===== config.mk =====
export PLATFORM = sky130hd
export DESIGN_NAME = param_sp_ram
export DESIGN_NICKNAME = d
export VERILOG_FILES = /design/src/rtl/param_sp_ram.sv
export SDC_FILE = /design/constraint.sdc
export NUM_CORES = 1
export LEC_CHECK = 0
export ABC_AREA = 1
export ABC_CLOCK_PERIOD_IN_PS = 4050
export CAP_MARGIN = 20
export CORE_UTILIZATION = 41
export DETAILED_ROUTE_END_ITERATION = 12
export GPL_TIMING_DRIVEN = 0
export SYNTH_ARGS = -nofsm -noshare
export SYNTH_HDL_FRONTEND = slang
export SYNTH_SLANG_ARGS = --single-unit

===== constraint.sdc =====
create_clock -name clk -period 4.05 [get_ports clk]
set_clock_uncertainty 0.15 [all_clocks]
set_input_delay 0.81 -clock clk [delete_from_list [all_inputs] [get_ports clk]]
set_output_delay 0.81 -clock clk [all_outputs]
set_load 0.05 [all_outputs]

===== src/rtl/param_sp_ram.sv =====
// Parametrised single-port synchronous RAM with byte lanes, selectable
// read-during-write behaviour, optional output register and clear-after-reset.
module param_sp_ram #(
    parameter int                    DATA_WIDTH     = 8,
    parameter int                    ADDR_WIDTH     = 6,
    parameter int                    WRITE_MODE     = 0,
    parameter int                    OUT_REG        = 0,
    parameter int                    CLEAR_ON_RESET = 1,
    parameter logic [DATA_WIDTH-1:0] CLEAR_VALUE    = '0
) (
    input  logic                    clk,
    input  logic                    rst,
    input  logic                    en,
    input  logic                    we,
    input  logic [DATA_WIDTH/8-1:0] be,
    input  logic [ADDR_WIDTH-1:0]   adr,
    input  logic [DATA_WIDTH-1:0]   data,
    output logic [DATA_WIDTH-1:0]   q,
    output logic                    q_valid,
    output logic                    busy
);

    localparam int DEPTH = 2 ** ADDR_WIDTH;
    localparam int LANES = DATA_WIDTH / 8;

    localparam logic [0:0] CLEAR = 1'b0;
    localparam logic [0:0] READY = 1'b1;

    logic [0:0]            state;
    logic [ADDR_WIDTH-1:0] ptr;
    logic [DATA_WIDTH-1:0] mem [DEPTH];

    logic [DATA_WIDTH-1:0] old_word;
    logic [DATA_WIDTH-1:0] merged;
    logic [DATA_WIDTH-1:0] acc_q;
    logic [DATA_WIDTH-1:0] s1_q;
    logic                  acc;
    logic                  acc_v;
    logic                  s1_v;

    assign acc      = !rst && (state == READY) && en;
    assign old_word = mem[adr];

    always_comb begin
        merged = old_word;
        for (int i = 0; i < LANES; i++) begin
            if (be[i]) begin
                merged[8*i +: 8] = data[8*i +: 8];
            end
        end
    end

    // NO_CHANGE writes produce no result strobe at all
    assign acc_v = acc && (!we || (WRITE_MODE != 2));
    assign acc_q = (we && (WRITE_MODE == 1)) ? merged : old_word;

    always_ff @(posedge clk) begin
        if (rst) begin
            state <= (CLEAR_ON_RESET != 0) ? CLEAR : READY;
            busy  <= (CLEAR_ON_RESET != 0);
            ptr   <= '0;
        end else if (state == CLEAR) begin
            ptr <= ptr + 1'b1;
            if (ptr == '1) begin
                state <= READY;
                busy  <= 1'b0;
            end
        end
    end

    // The array has no reset; only the sweep and accepted writes touch it
    always_ff @(posedge clk) begin
        if (!rst && (state == CLEAR)) begin
            mem[ptr] <= CLEAR_VALUE;
        end else if (acc && we) begin
            mem[adr] <= merged;
        end
    end

    always_ff @(posedge clk) begin
        if (rst) begin
            s1_q <= '0;
            s1_v <= 1'b0;
        end else begin
            s1_v <= acc_v;
            if (acc_v) begin
                s1_q <= acc_q;
            end
        end
    end

    always_ff @(posedge clk) begin
        if (rst) begin
            q       <= '0;
            q_valid <= 1'b0;
        end else if (OUT_REG != 0) begin
            q_valid <= s1_v;
            if (s1_v) begin
                q <= s1_q;
            end
        end else begin
            q_valid <= acc_v;
            if (acc_v) begin
                q <= acc_q;
            end
        end
    end

endmodule


## Word-level counts from Yosys, hierarchy flattened

Memories as Yosys holds them, arrays and structs flattened.
Index checks and enable logic that the tools add are counted.

| operators by class | value |
|---|---|
| add/sub/neg operators | 1 |
| equal/unequal tests | 1 |
| mux-type cells | 11 |
| bitwise gates (word level) | 1 |
| reduce and logical (&&, ||, !) cells | 7 |

Operators by type and width:

| cell | count |
|---|---|
| $mux W8 | 2 |
| $mux W1 | 8 |
| $reduce_or A8 Y1 | 1 |
| $add A6 B1 Y6 const B | 1 |
| $eq A6 B6 Y1 const B | 1 |
| $mux W6 | 1 |
| $logic_and A1 B1 Y1 | 4 |
| $reduce_and A2 Y1 | 1 |
| $logic_not A1 Y1 | 1 |
| $not A1 Y1 | 1 |

| storage, ports and cells | value |
|---|---|
| register bits after elaboration | 17 |
| memory bits (writable) | 512 |
| bits of input ports | 19 |
| output and inout bits | 10 |
| memories kept | 1 |

Memory list:

| name | words | width | read ports | clocked after Yosys merged registers in | write ports | line | source |
|---|---|---|---|---|---|---|---|
| mem | 64 | 8 | 1 | 0 | 1 | 31 | `logic [DATA_WIDTH-1:0] mem [DEPTH];` |

## Longest topological paths before layout

Gate-level depths: netlist (run 1).

| logic depth | value |
|---|---|
| depth in word-level cells | 9 |
| depth in mapped cells | 14 |
| gate-level depth less buffers | 11 |

## Worst setup path before layout (run 1)

Ideal clock, no wire load.

| timing path | value |
|---|---|
| path kind | input to register |
| from | input port adr[0] |
| to | memory mem[0][5] (data pin) |
| setup time | 343 ps |
| arrival | 2,855 ps |
| setup slack | 702 ps |
| stages on the path | 14 |
| buffers on the path | 3 |
| cells stage by stage | buf_2 -> inv_1 -> clkbuf_1 -> clkbuf_1 -> nand2_1 -> nand3_1 -> nand3_1 -> nand2_1 -> nand2_1 -> nand3_1 -> nand3_1 -> nand3_1 -> nand2_1 -> inv_1 |

| on the way | value |
|---|---|
| longest elaborated chain between the ends | 3 |

RTL lines:

| what | line | source |
|---|---|---|
| start, declared | 16 | `input logic [ADDR_WIDTH-1:0] adr,` |
| $mem_v2 Z64 W8 | n/a |  |
| $mux W8 | 47 | `if (be[i]) begin` |
| $mux W8 (no line) | n/a |  |
| end, declared | 31 |  |

No other way between the ends.

## Final worst setup path (run 1)

| timing path | value |
|---|---|
| from | input port rst |
| to | memory mem[54][6], enable pin |

| on the way | value |
|---|---|
| longest elaborated chain between the ends | 9 |
| elaborated cells on any way between the ends | 13 |
| classes of those cells | 7 x mux; 6 x reduce/logical |

RTL lines:

| what | line | source |
|---|---|---|
| start, declared | 12 | `input logic rst,` |
| $logic_not A1 Y1 (*) | 41, 73 |  |
| $logic_and A1 B1 Y1 (2 in series) | 41 | `assign acc = !rst && (state == READY) && en;` |
| $logic_and A1 B1 Y1 | 75 | `end else if (acc && we) begin` |
| $mux W1 | 75 |  |
| $mux W1 | 73 | `if (!rst && (state == CLEAR)) begin` |
| $mux W1 (implied by the code) | 76 | `mem[adr] <= merged;` |
| $reduce_or A8 Y1 (no line) | n/a |  |
| $mux W6 (no line) / $mux W1 (equally long branches) | n/a |  |

Mark *: on every way between the ends. The rest lies on a longest branch, timed or not.

==> impl_results.md, run 1 <==
* Main synth FF type: edfxtp_1
* Die Y at approximately 230 µm
* Leak at 9.48 nW
* Setup tns final at -9.27 ns
* Root Buffer: clkbuf_16
* Clock slew at reported path FFs at ~0.060 ns
* Number of levels in the clock H-tree at 2
* Final Wtd Congestion at approximately 1.0
* Final hold vios at 0
* Critical path class: in -> reg
* Register area share after synthesis at 72.3%
* Grt ovf at 0
* Dpl hpwl at between 40,000 and 50,000 µm
* Most common cell after layout, fill and taps aside: nand2_1
* WL met3 at ~6000 µm
* Reg area at roughly 0.016 mm²
* Die W at roughly 230 µm
* Slew Limit Fails at 0
* Commonest non-fill, non-tap cells in the layout: nand2_1, edfxtp_1, nand3_1
* Post-Route WL at 66,500 µm
* #FFs+latches synth at approximately 530
* Vias per cell at 5.52
* Routed length per placed instance at ~24 µm
* CP endpoint kind: register
* Top sig layer: met5
* Syn_area_per_cell at between 10 and 15 µm²
* Status: finished with violations
* Hold_buf cts at 0
* Layout cells sized above 1 at 8.29%
* Worst min path class: reg -> reg
* Worst Tran Pin Value at 0.950 ns
* Port-buffer cells at 24
* Initial antenna violation count at 3
* CTS tree: built
* Fmax at between 200 and 250 MHz
* Netlist cell types at 27
* Pin count of the biggest net entering global routing at between 40 and 50
* Ports at 29
* First-pass GRT wire length at just under 100,000 µm
* Antenna viol nets, final at 0
* Post-synth top area cell: edfxtp_1
* Worst Path Required at between 4 and 5 ns
* Post-cts sizing count at 0
* Critical path arrival at 4.28 ns
* Full die area at about 0.054 mm²
* Post-synth ARST share at 0%
* MaxCap Viol Count at 0
* Maximum VDD drop at 0.000340 V
* Placed cells at roughly 2,700
* Via count at around 15,000
* RSZ-0062 raised after global routing: true
* Period minus WS final at roughly 4.2 ns
* Failing checks: negative setup slack
* TritonCTS Buffers at 55
* M1 WL at approximately 27,000 µm
* P per Cell Area at between 400 and 500 mW/mm²
* Core box area at ~0.052 mm²
* Mapped Area at 0.0218 mm²
* Metal2 WL at roughly 30,000 µm
* Post-synth EDFFs at 512
* Finished Layout Cells at ~2,800
* Top cell type's share of synthesized area at between 70% and 80%
* Vias in the first global route at approximately 15,000
* Post-route clock period utilization at 104%
* Worst rel slew slack at between 30% and 40%
* Clock Path Buffers at 3
* Clock sink total at 529
* Setup violators final at ~130
* Worst Path Max Fanout at 10
* Rows at 84
* # diodes at 0
* Setup WS post-layout at -0.148 ns
* Post-CTS setup repair buffer count at 0
* Pre-antenna DRT Iters at 6
* Iteration-0 DRC Markers at ~1,700
* Pwr Total at approximately 12 mW
* Fin util at a little under half
* # DRC at 0
* Clk_lat worst skew at just over 0.6 ns
* Syn_nets at 1,953
* YS warnings at 0
* Crit path launch type: input port
* FILL cells at between 4,000 and 5,000
* Multi-input combinational cell area at 0.00556 mm²
* Starting Density at between 40% and 50%
* Final Net Count at 2,050
* Synth top area cells: edfxtp_1, nand2_1, nand3_1
* Total GRT Usage at about 25%
* Area Overhead vs Synth at 14.9%
* Syn Inst Count at between 1,500 and 2,000
layer usage:
layer / track usage (%) / vias to the layer above
met5: 0 / -
met4: 12.2 / 6
met3: 4.83 / 173
met2: 39.0 / 732
met1: 33.3 / 7388
li1: - / 6968
registers in the layout (all words and copies together), names as in the netlist:
signal   cells
mem        512
q            8
ptr          6
busy         1
q_valid      1
state        1
final timing paths:
check / from / end / slack [ns] / cells after the start
max: rst / mem[54][6] / -0.15 / 10
min: busy / busy / 0.31 / 2
max reg2reg: state / mem[50][2] / 0.25 / 11
min reg2reg: busy / busy / 0.31 / 2
kinds of logic after synthesis:
group                      share of synthesized area (%)
and+or+nand+nor                                     24.5
buffers and inverters                               2.59
DFF                                                 72.3
AOI/OAI and AO/OA                                  0.575
adders and majority gates                         0.0575
worst max-delay path, stage by stage:
cell             delay (ns)
clkdlybuf4s50_1        0.65
nor2_4                 0.08
nand2_4                0.20
inv_4                  0.12
nand2_2                0.15
buf_2                  0.33
nand2_1                0.23
o21ai_4                0.21
nand4_1                0.57
nor2_1                 0.90
where the power goes:
part / switching (mW) / internal (mW)
Clock: 2.12 / 2.94
Sequential: 0.00669 / 5.93
Combinational: 0.469 / 0.149
Total: 2.60 / 9.02
per-stage QoR:
step	area [µm²]	hold slack, ns	setup slack (ns)
finish	25000	0.314	-0.148
global route	25000	0.341	-0.206
CTS	24900	0.322	-0.00860
detailed placement	23100	0.313	-0.645
global placement	22900	0.300	-1.88
floorplan	21800	0.305	0.702
Yosys cell counts, types with 5 or more instances:
| master | instances |
|---|---|
| nand2_1 | 687 |
| edfxtp_1 | 512 |
| nand3_1 | 455 |
| clkbuf_1 | 81 |
| nor2_1 | 78 |
| inv_1 | 25 |
| buf_1 | 22 |
| dfxtp_1 | 17 |
| buf_2 | 10 |
| nor4_1 | 8 |
| a21oi_1 | 5 |
| nand4_2 | 5 |
final cells by class:
cell class	instances	area share [%]
plain buffers	114	1.87
clock buffers	72	6.22
clock inverters	31	0.972
inverters	30	0.471
multi-input cells	1260	22.2
flip-flops and latches	529	62.9
well taps	688	3.45
repair buffers	40	1.87
Note: power is estimated with default switching activity, not from simulation.
==> inputs of run 2 (changes only) <==
CTS_CLUSTER_DIAMETER = 60   (was not set)
==> run 2 against run 1 <==
  * Hold slack worse by 0.00079 ns
  * First-iteration DRC count up 2.6%
  * Maximum frequency about the same
  * Sequential power about the same
  * The flow still finishes with violations (negative setup slack)
  * Total power about the same
  * Die area unchanged
  * Sequential share of layout area about the same
  * Register-to-register slack worse by 0.08 ns
  * Clock power about the same
  * Utilization about the same
  * Critical path depth up 1
==> impl_results.md, run 2 (synthesis results as in run 1) <==
* First-pass GRT wire length at 96,000 µm (about the same)
* Clk_lat worst skew at 0.62 ns (about the same)
* Final Instance Area at 0.0250 mm² (about the same)
* Post-CTS setup repair buffer count at 0 (unchanged)
* Grt ovf at 0 (unchanged)
* Slew Limit Fails at 0 (unchanged)
* Fmax at 238 MHz (about the same)
* Worst rel slew slack at 34.8% (-1.6 points)
* Clock sink total at 529 (unchanged)
* RSZ-0062 raised after global routing: true
* Antenna viol nets, final at 0 (unchanged)
* Failing checks: negative setup slack
* Area Overhead vs Synth at 14.8% (about the same)
* Core box area at 0.0524 mm² (unchanged)
* Worst Path Max Fanout at 10 (unchanged)
* Full die area at 0.0540 mm² (unchanged)
* M1 WL at 27,200 µm (+2.1%)
* Finished Layout Cells at 2,762 (-0.072%)
* Period minus WS final at 4.19 ns (-0.00317 ns)
* Critical path arrival at 4.27 ns (about the same)
* Iteration-0 DRC Markers at 1,792 (+2.6%)
* Placed cells at 2,661 (unchanged)
* Setup tns final at -12.51 ns (-3.25 ns)
* TritonCTS Buffers at 56 (+1.8%)
* Reg-to-reg startpoint: state
* Die W at 232 µm (unchanged)
* Post-Route WL at 66,500 µm (about the same)
* P per Cell Area at 465 mW/mm² (about the same)
* Rows at 84 (unchanged)
* Pre-antenna DRT Iters at 6 (unchanged)
* Worst Path Required at 4.13 ns (about the same)
* Critical path class: in -> reg
* Crit Reg-Reg Endpoint: mem[26][3]
* Final Net Count at 2,051 (+0.049%)
* MaxCap Viol Count at 0 (unchanged)
* Placed Instance Area at 0.0231 mm² (unchanged)
* Reg2reg setup slack at 0.17 ns (-0.08 ns)
* CTS tree: built
* Initial antenna violation count at 3 (unchanged)
* Maximum VDD drop at 0.000337 V (-0.82%)
* Port-buffer cells at 24 (unchanged)
* Post-route clock period utilization at 104% (about the same)
* Setup violators final at 155 (+23%)
* WHS Endpoint: busy
* Multi-input combinational cell area at 0.00556 mm² (about the same)
* Ports at 29 (unchanged)
* Root Buffer: clkbuf_16
* # DRC at 0 (unchanged)
* Status: finished with violations
* Die Y at 232 µm (unchanged)
* Clock slew at reported path FFs at 0.06 ns (about the same)
* Worst min path class: reg -> reg
* Leak at 9.48 nW (about the same)
* Commonest non-fill, non-tap cells in the layout: nand2_1, edfxtp_1, nand3_1
* Layout cells sized above 1 at 8.20% (-0.088 points)
* CP endpoint kind: register
* Number of levels in the clock H-tree at 2 (unchanged)
* Most common cell after layout, fill and taps aside: nand2_1
* Dpl hpwl at 45,100 µm (unchanged)
* Vias per cell at 5.53 (+0.18%)
* Most flops, register: mem
* Worst Tran Pin Value at 0.974 ns (+0.0234 ns)
* Largest registers: mem: 512 flops, q: 8 flops, ptr: 6 flops
* Crit path launch type: input port
* Reg area at 0.0157 mm² (unchanged)
* Final hold vios at 0 (unchanged)
* Vias in the first global route at 14,520 (+0.055%)
* Starting Density at 41.5% (unchanged)
* Metal2 WL at 30,700 µm (+0.79%)
* WL met3 at 5360 µm (-9.8%)
* Max reg flops at 512 (unchanged)
* Final Wtd Congestion at 1.04 (unchanged)
* Setup WS post-layout at -0.145 ns (+0.00317 ns)
* # diodes at 0 (unchanged)
* Hold depth at 2 (unchanged)
* Worst hold start: busy
* Total GRT Usage at 24.9% (-0.028 points)
* Clock Path Buffers at 3 (unchanged)
* Top sig layer: met5
* Hold_buf cts at 0 (unchanged)
* Routed length per placed instance at 24.1 µm (about the same)
* Fin util at 47.6% (about the same)
* Pin count of the biggest net entering global routing at 45 (unchanged)
* Via count at 15,283 (+0.10%)
* Register-to-Register Path Depth at 11 (unchanged)
* FILL cells at 4,790 (-0.19%)
[run 2: cell type report]
| cell class | count | share of cell area [%] |
|---|---|---|
| clock inverter | 27 | 0.932 |
| sequential | 529 | 62.9 |
| inverter | 30 | 0.471 |
| timing repair buffer | 40 | 1.87 |
| buffer | 114 | 1.87 |
| clock buffer | 74 | 6.26 |
| tap | 688 | 3.45 |
| multi-input combinational | 1260 | 22.2 |
[run 2: timing repair]
action | in CTS | in global routing
pin swaps | 0 | 0
setup endpoints to repair | 21 | 480
resized for setup | 0 | 42
[run 2: power breakdown]
part | switching, mW | internal (mW) | total [mW]
clock | 2.12 | 2.95 | 5.07
sequential | 0.00680 | 5.93 | 5.93
combinational | 0.468 | 0.149 | 0.618
[run 2: stage by stage]
stage	worst slack (ns)	hold slack [ns]	total power, mW
after floorplan	0.702	0.305	6.39
after global placement	-1.88	0.300	6.64
after detailed placement	-0.645	0.313	6.65
after CTS	-0.00992	0.322	11.6
after global routing	-0.202	0.340	11.9
final	-0.145	0.314	11.6
[run 2: worst max-delay path by stage]
stage | from | to | slack (ns) | cells past startpoint
floorplan | adr[0] | mem[0][5] | 0.70 | 14
global placement | adr[0] | mem[1][1] | -1.88 | 14
detailed placement | rst | mem[12][1] | -0.64 | 10
CTS | rst | mem[52][4] | -0.01 | 10
global route | rst | mem[26][3] | -0.20 | 11
finish | rst | mem[26][3] | -0.14 | 11
[run 2: layer usage]
layer,up-vias,global-route usage [%]
met3,158,4.47
li1,6965,-
met1,7452,33.3
met2,702,39.4
met4,6,11.7
met5,-,0
[run 2: worst max-delay path, cell delays in order]
cell             delay [ns]
clkdlybuf4s50_1        0.56
nor2_4                 0.20
nand2_4                0.16
inv_4                  0.19
nand2_2                0.14
buf_2                  0.26
nand2_1                0.22
o21ai_4                0.16
inv_2                  0.20
nand4_1                0.44
nor2_1                 0.90
==> inputs of run 3 (changes only) <==
ABC_AREA = not set   (was 1)
==> run 3 against run 2 <==
  * The flow still finishes with violations (negative setup slack)
  * Hold slack better by 0.022 ns
  * Worst setup slack better by 0.13 ns
  * Largest power group unchanged
  * Critical endpoint is now mem[12][2]
  * Maximum frequency is 3.2% higher
  * Register-to-register slack better by 0.58 ns
  * Combinational power is 23% lower
  * Critical path type unchanged
  * Largest cell class unchanged
  * Die area is 3.2% lower
  * Flip-flop and latch count stayed put
  * First-iteration DRC count is 37% lower
==> impl_results.md, run 3 <==
* Status: finished with violations
* Failing checks: negative setup slack
* Slew Limit Fails at 0 (unchanged)
* Grt ovf at 0 (unchanged)
* Pre-antenna DRT Iters at 7 (+1)
* Netlist cell types at 51 (+89%)
* Rows at 82 (-2.4%)
* Die W at 229 µm (-1.6%)
* Setup violators final at 16 (-90%)
* Hold depth at 2 (unchanged)
* WHS Endpoint: q[7]
* Crit Reg-Reg Endpoint: mem[12][2]
* Worst rel slew slack at 29.6% (-5.2 points)
* Worst slack, placed at -1.16 ns (-0.512 ns)
* Starting Density at 41.8% (+0.32 points)
* Via count at 10,966 (-28%)
* Setup WS post-layout at -0.0127 ns (+0.132 ns)
* Core box area at 0.0504 mm² (-3.9%)
* Post-synth EDFFs at 512 (unchanged)
* Clock sink total at 529 (unchanged)
* Critical path class: in -> reg
* # DRC at 0 (unchanged)
* Most flops, register: mem
* Post-route clock period utilization at 100% (-3.3 points)
* Register area share after synthesis at 74.6% (+2.4 points)
* Maximum VDD drop at 0.000387 V (+15%)
* Clk_lat worst skew at 0.60 ns (-0.02 ns)
* Leak at 8.83 nW (-6.8%)
* First-pass GRT wire length at 77,900 µm (-19%)
* RSZ-0062 raised after global routing: false
* CP endpoint kind: register
* Fmax at 246 MHz (+3.2%)
* Worst hold start: q[7]
* #FFs+latches synth at 529 (unchanged)
* Main synth FF type: edfxtp_1
* YS warnings at 0 (unchanged)
* Reg-to-reg startpoint: state
* Syn_area_per_cell at 19.6 µm² (+75%)
* Port-buffer cells at 26 (+8.3%)
* Synth top area cells: edfxtp_1, mux4_2, mux2i_1
* Syn Inst Count at 1,072 (-45%)
* Fin util at 48.9% (+1.2 points)
* Dpl hpwl at 36,100 µm (-20%)
* Reg2reg setup slack at 0.75 ns (+0.58 ns)
* Pin count of the biggest net entering global routing at 37 (-18%)
* Iteration-0 DRC Markers at 1,131 (-37%)
* Number of levels in the clock H-tree at 2 (unchanged)
* Syn_nets at 1,092 (-44%)
* Vias per cell at 5.77 (+4.3%)
* Pwr Total at 11.9 mW (+2.1%)
* Post-synth ARST share at 0% (unchanged)
* Area Overhead vs Synth at 16.9%
* Largest registers: mem: 512 flops, q: 8 flops, ptr: 6 flops
* Clock Path Buffers at 3 (unchanged)
* Worst Path Required at 4.17 ns (+0.04 ns)
* Final Net Count at 1,204 (-41%)
* Post-Route WL at 54,100 µm (-19%)
* Critical path arrival at 4.18 ns (-0.09 ns)
* Crit path launch type: input port
* # diodes at 0 (unchanged)
* Routed length per placed instance at 28.4 µm (+18%)
* Root Buffer: clkbuf_16
* Total GRT Usage at 21.1% (-3.9 points)
* Mapped Area at 0.0211 mm² (-3.2%)
* Hold WS at 0.336 ns (+0.0220 ns)
* Antenna viol nets, final at 0 (unchanged)
* P per Cell Area at 482 mW/mm² (+3.6%)
* Initial antenna violation count at 0 (-3)
* Most common cell after layout, fill and taps aside: edfxtp_1
* CTS tree: built
* Final hold vios at 0 (unchanged)
* Top cells by count, synth: edfxtp_1, mux4_2, nor2_1
* Register-to-Register Path Depth at 5 (-6)
* TritonCTS Buffers at 54 (-3.6%)
* Top cell type's share of synthesized area at 73.0% (+2.3 points)
* Die Y at 229 µm (-1.6%)
* Period minus WS final at 4.06 ns (-0.132 ns)
* Commonest non-fill, non-tap cells in the layout: edfxtp_1, mux4_2, nor2_1
* Vias in the first global route at 11,034 (-24%)
* Worst Tran Pin Value at 1.04 ns (+0.0707 ns)
* Ports at 29 (unchanged)
* Layout cells sized above 1 at 23.8% (+16 points)
* Final Wtd Congestion at 0.935 (-10%)
* Worst min path class: reg -> reg
* Worst Path Max Fanout at 16 (+6)
* Post-synth top area cell: edfxtp_1
* MaxCap Viol Count at 0 (unchanged)
* FILL cells at 4,070 (-15%)
* Top-count cell post-synth: edfxtp_1
* Full die area at 0.0523 mm² (-3.2%)
* Max reg flops at 512 (unchanged)
* Clock slew at reported path FFs at 0.06 ns (about the same)
-- run 3: changes by cell type in the layout (fill, tap and decap cells not counted), sizes merged, moves of 15 or more --
cell / previous run / this run
buf: 46 / 61
a211oi: 0 / 19
nand2: 689 / 34
clkbuf: 158 / 79
o22ai: 0 / 26
nor2b: 0 / 16
a22oi: 0 / 19
nand3: 456 / 16
inv: 31 / 7
mux4: 0 / 110
mux2i: 0 / 43
-- run 3: how the worst max path moves through the flow --
stage / startpoint / endpoint / slack, ns / cells after the start
floorplan: adr[0] / mem[0][3] / 0.15 / 8
detailed placement: adr[2] / mem[27][2] / -1.16 / 8
CTS: adr[2] / mem[53][0] / 0.008 / 7
finish: adr[2] / mem[12][2] / -0.01 / 7
global route: adr[4] / mem[44][0] / 0.003 / 10
global placement: adr[2] / mem[26][2] / -2.49 / 7
-- run 3: repair_timing --
action,CTS,global route
gates resized for setup,9,5
cloned,5,0
buffers inserted,8,3
hold buffers,0,0
endpoints found under the setup margin,367,199
endpoints found under the hold margin,0,0
pin swaps,9,1
-- run 3: layer usage --
| metal | up-vias | share of wire (%) | global-route usage (%) |
|---|---|---|---|
| met4 | 0 | 3.2 | 7.89 |
| li1 | 4675 | - | - |
| met1 | 5779 | 42 | 29.4 |
| met5 | - | 0 | 0 |
| met3 | 84 | 7.5 | 4.10 |
| met2 | 428 | 47 | 32.8 |
-- run 3: metrics by stage --
step / instances / cell area [µm²] / setup TNS [ns]
floorplan: 1072 / 21100 / 0
global placement: 1770 / 22200 / -1310.82
detailed placement: 1784 / 22500 / -506.40
CTS: 1898 / 24600 / 0
global route: 1901 / 24600 / 0
finish: 1901 / 24600 / -0.126
-- run 3: where the power goes --
part | switching, mW | internal (mW)
Combinational | 0.302 | 0.176
Clock | 2.08 | 3.37
Sequential | 0.00756 | 5.93
Total | 2.38 | 9.48
-- run 3: critical path, cell delays in order --
cell             delay (ns)
clkdlybuf4s50_1        0.89
buf_2                  0.44
nand3b_1               0.29
o22ai_1                0.18
a211oi_2               0.50
a22oi_2                0.25
a21oi_2                0.80
-- run 3: logic make-up (layout without fill, tap and decap cells) --
group	Yosys count	in the layout	share of synthesized area (%)
adders and majority gates	1	1	0.0594
xor gates and xnor gates	4	4	0.166
and+or+nand+nor	197	197	4.52
buffers and inverters	56	208	1.81
AOI/OAI and AO/OA	120	125	4.24
muxes	165	165	14.6
DFF	529	529	74.6
-- run 3: cell type report --
type / count / area (µm²) / area share (%)
multi-input cells: 492 / 5150 / 20.9
plain buffers: 52 / 370 / 1.50
inverters: 4 / 15.0 / 0.0610
clock buffers: 63 / 1410 / 5.71
well taps: 672 / 841 / 3.42
clock inverters: 38 / 541 / 2.20
repair buffers: 51 / 577 / 2.34
flip-flops and latches: 529 / 15700 / 63.8
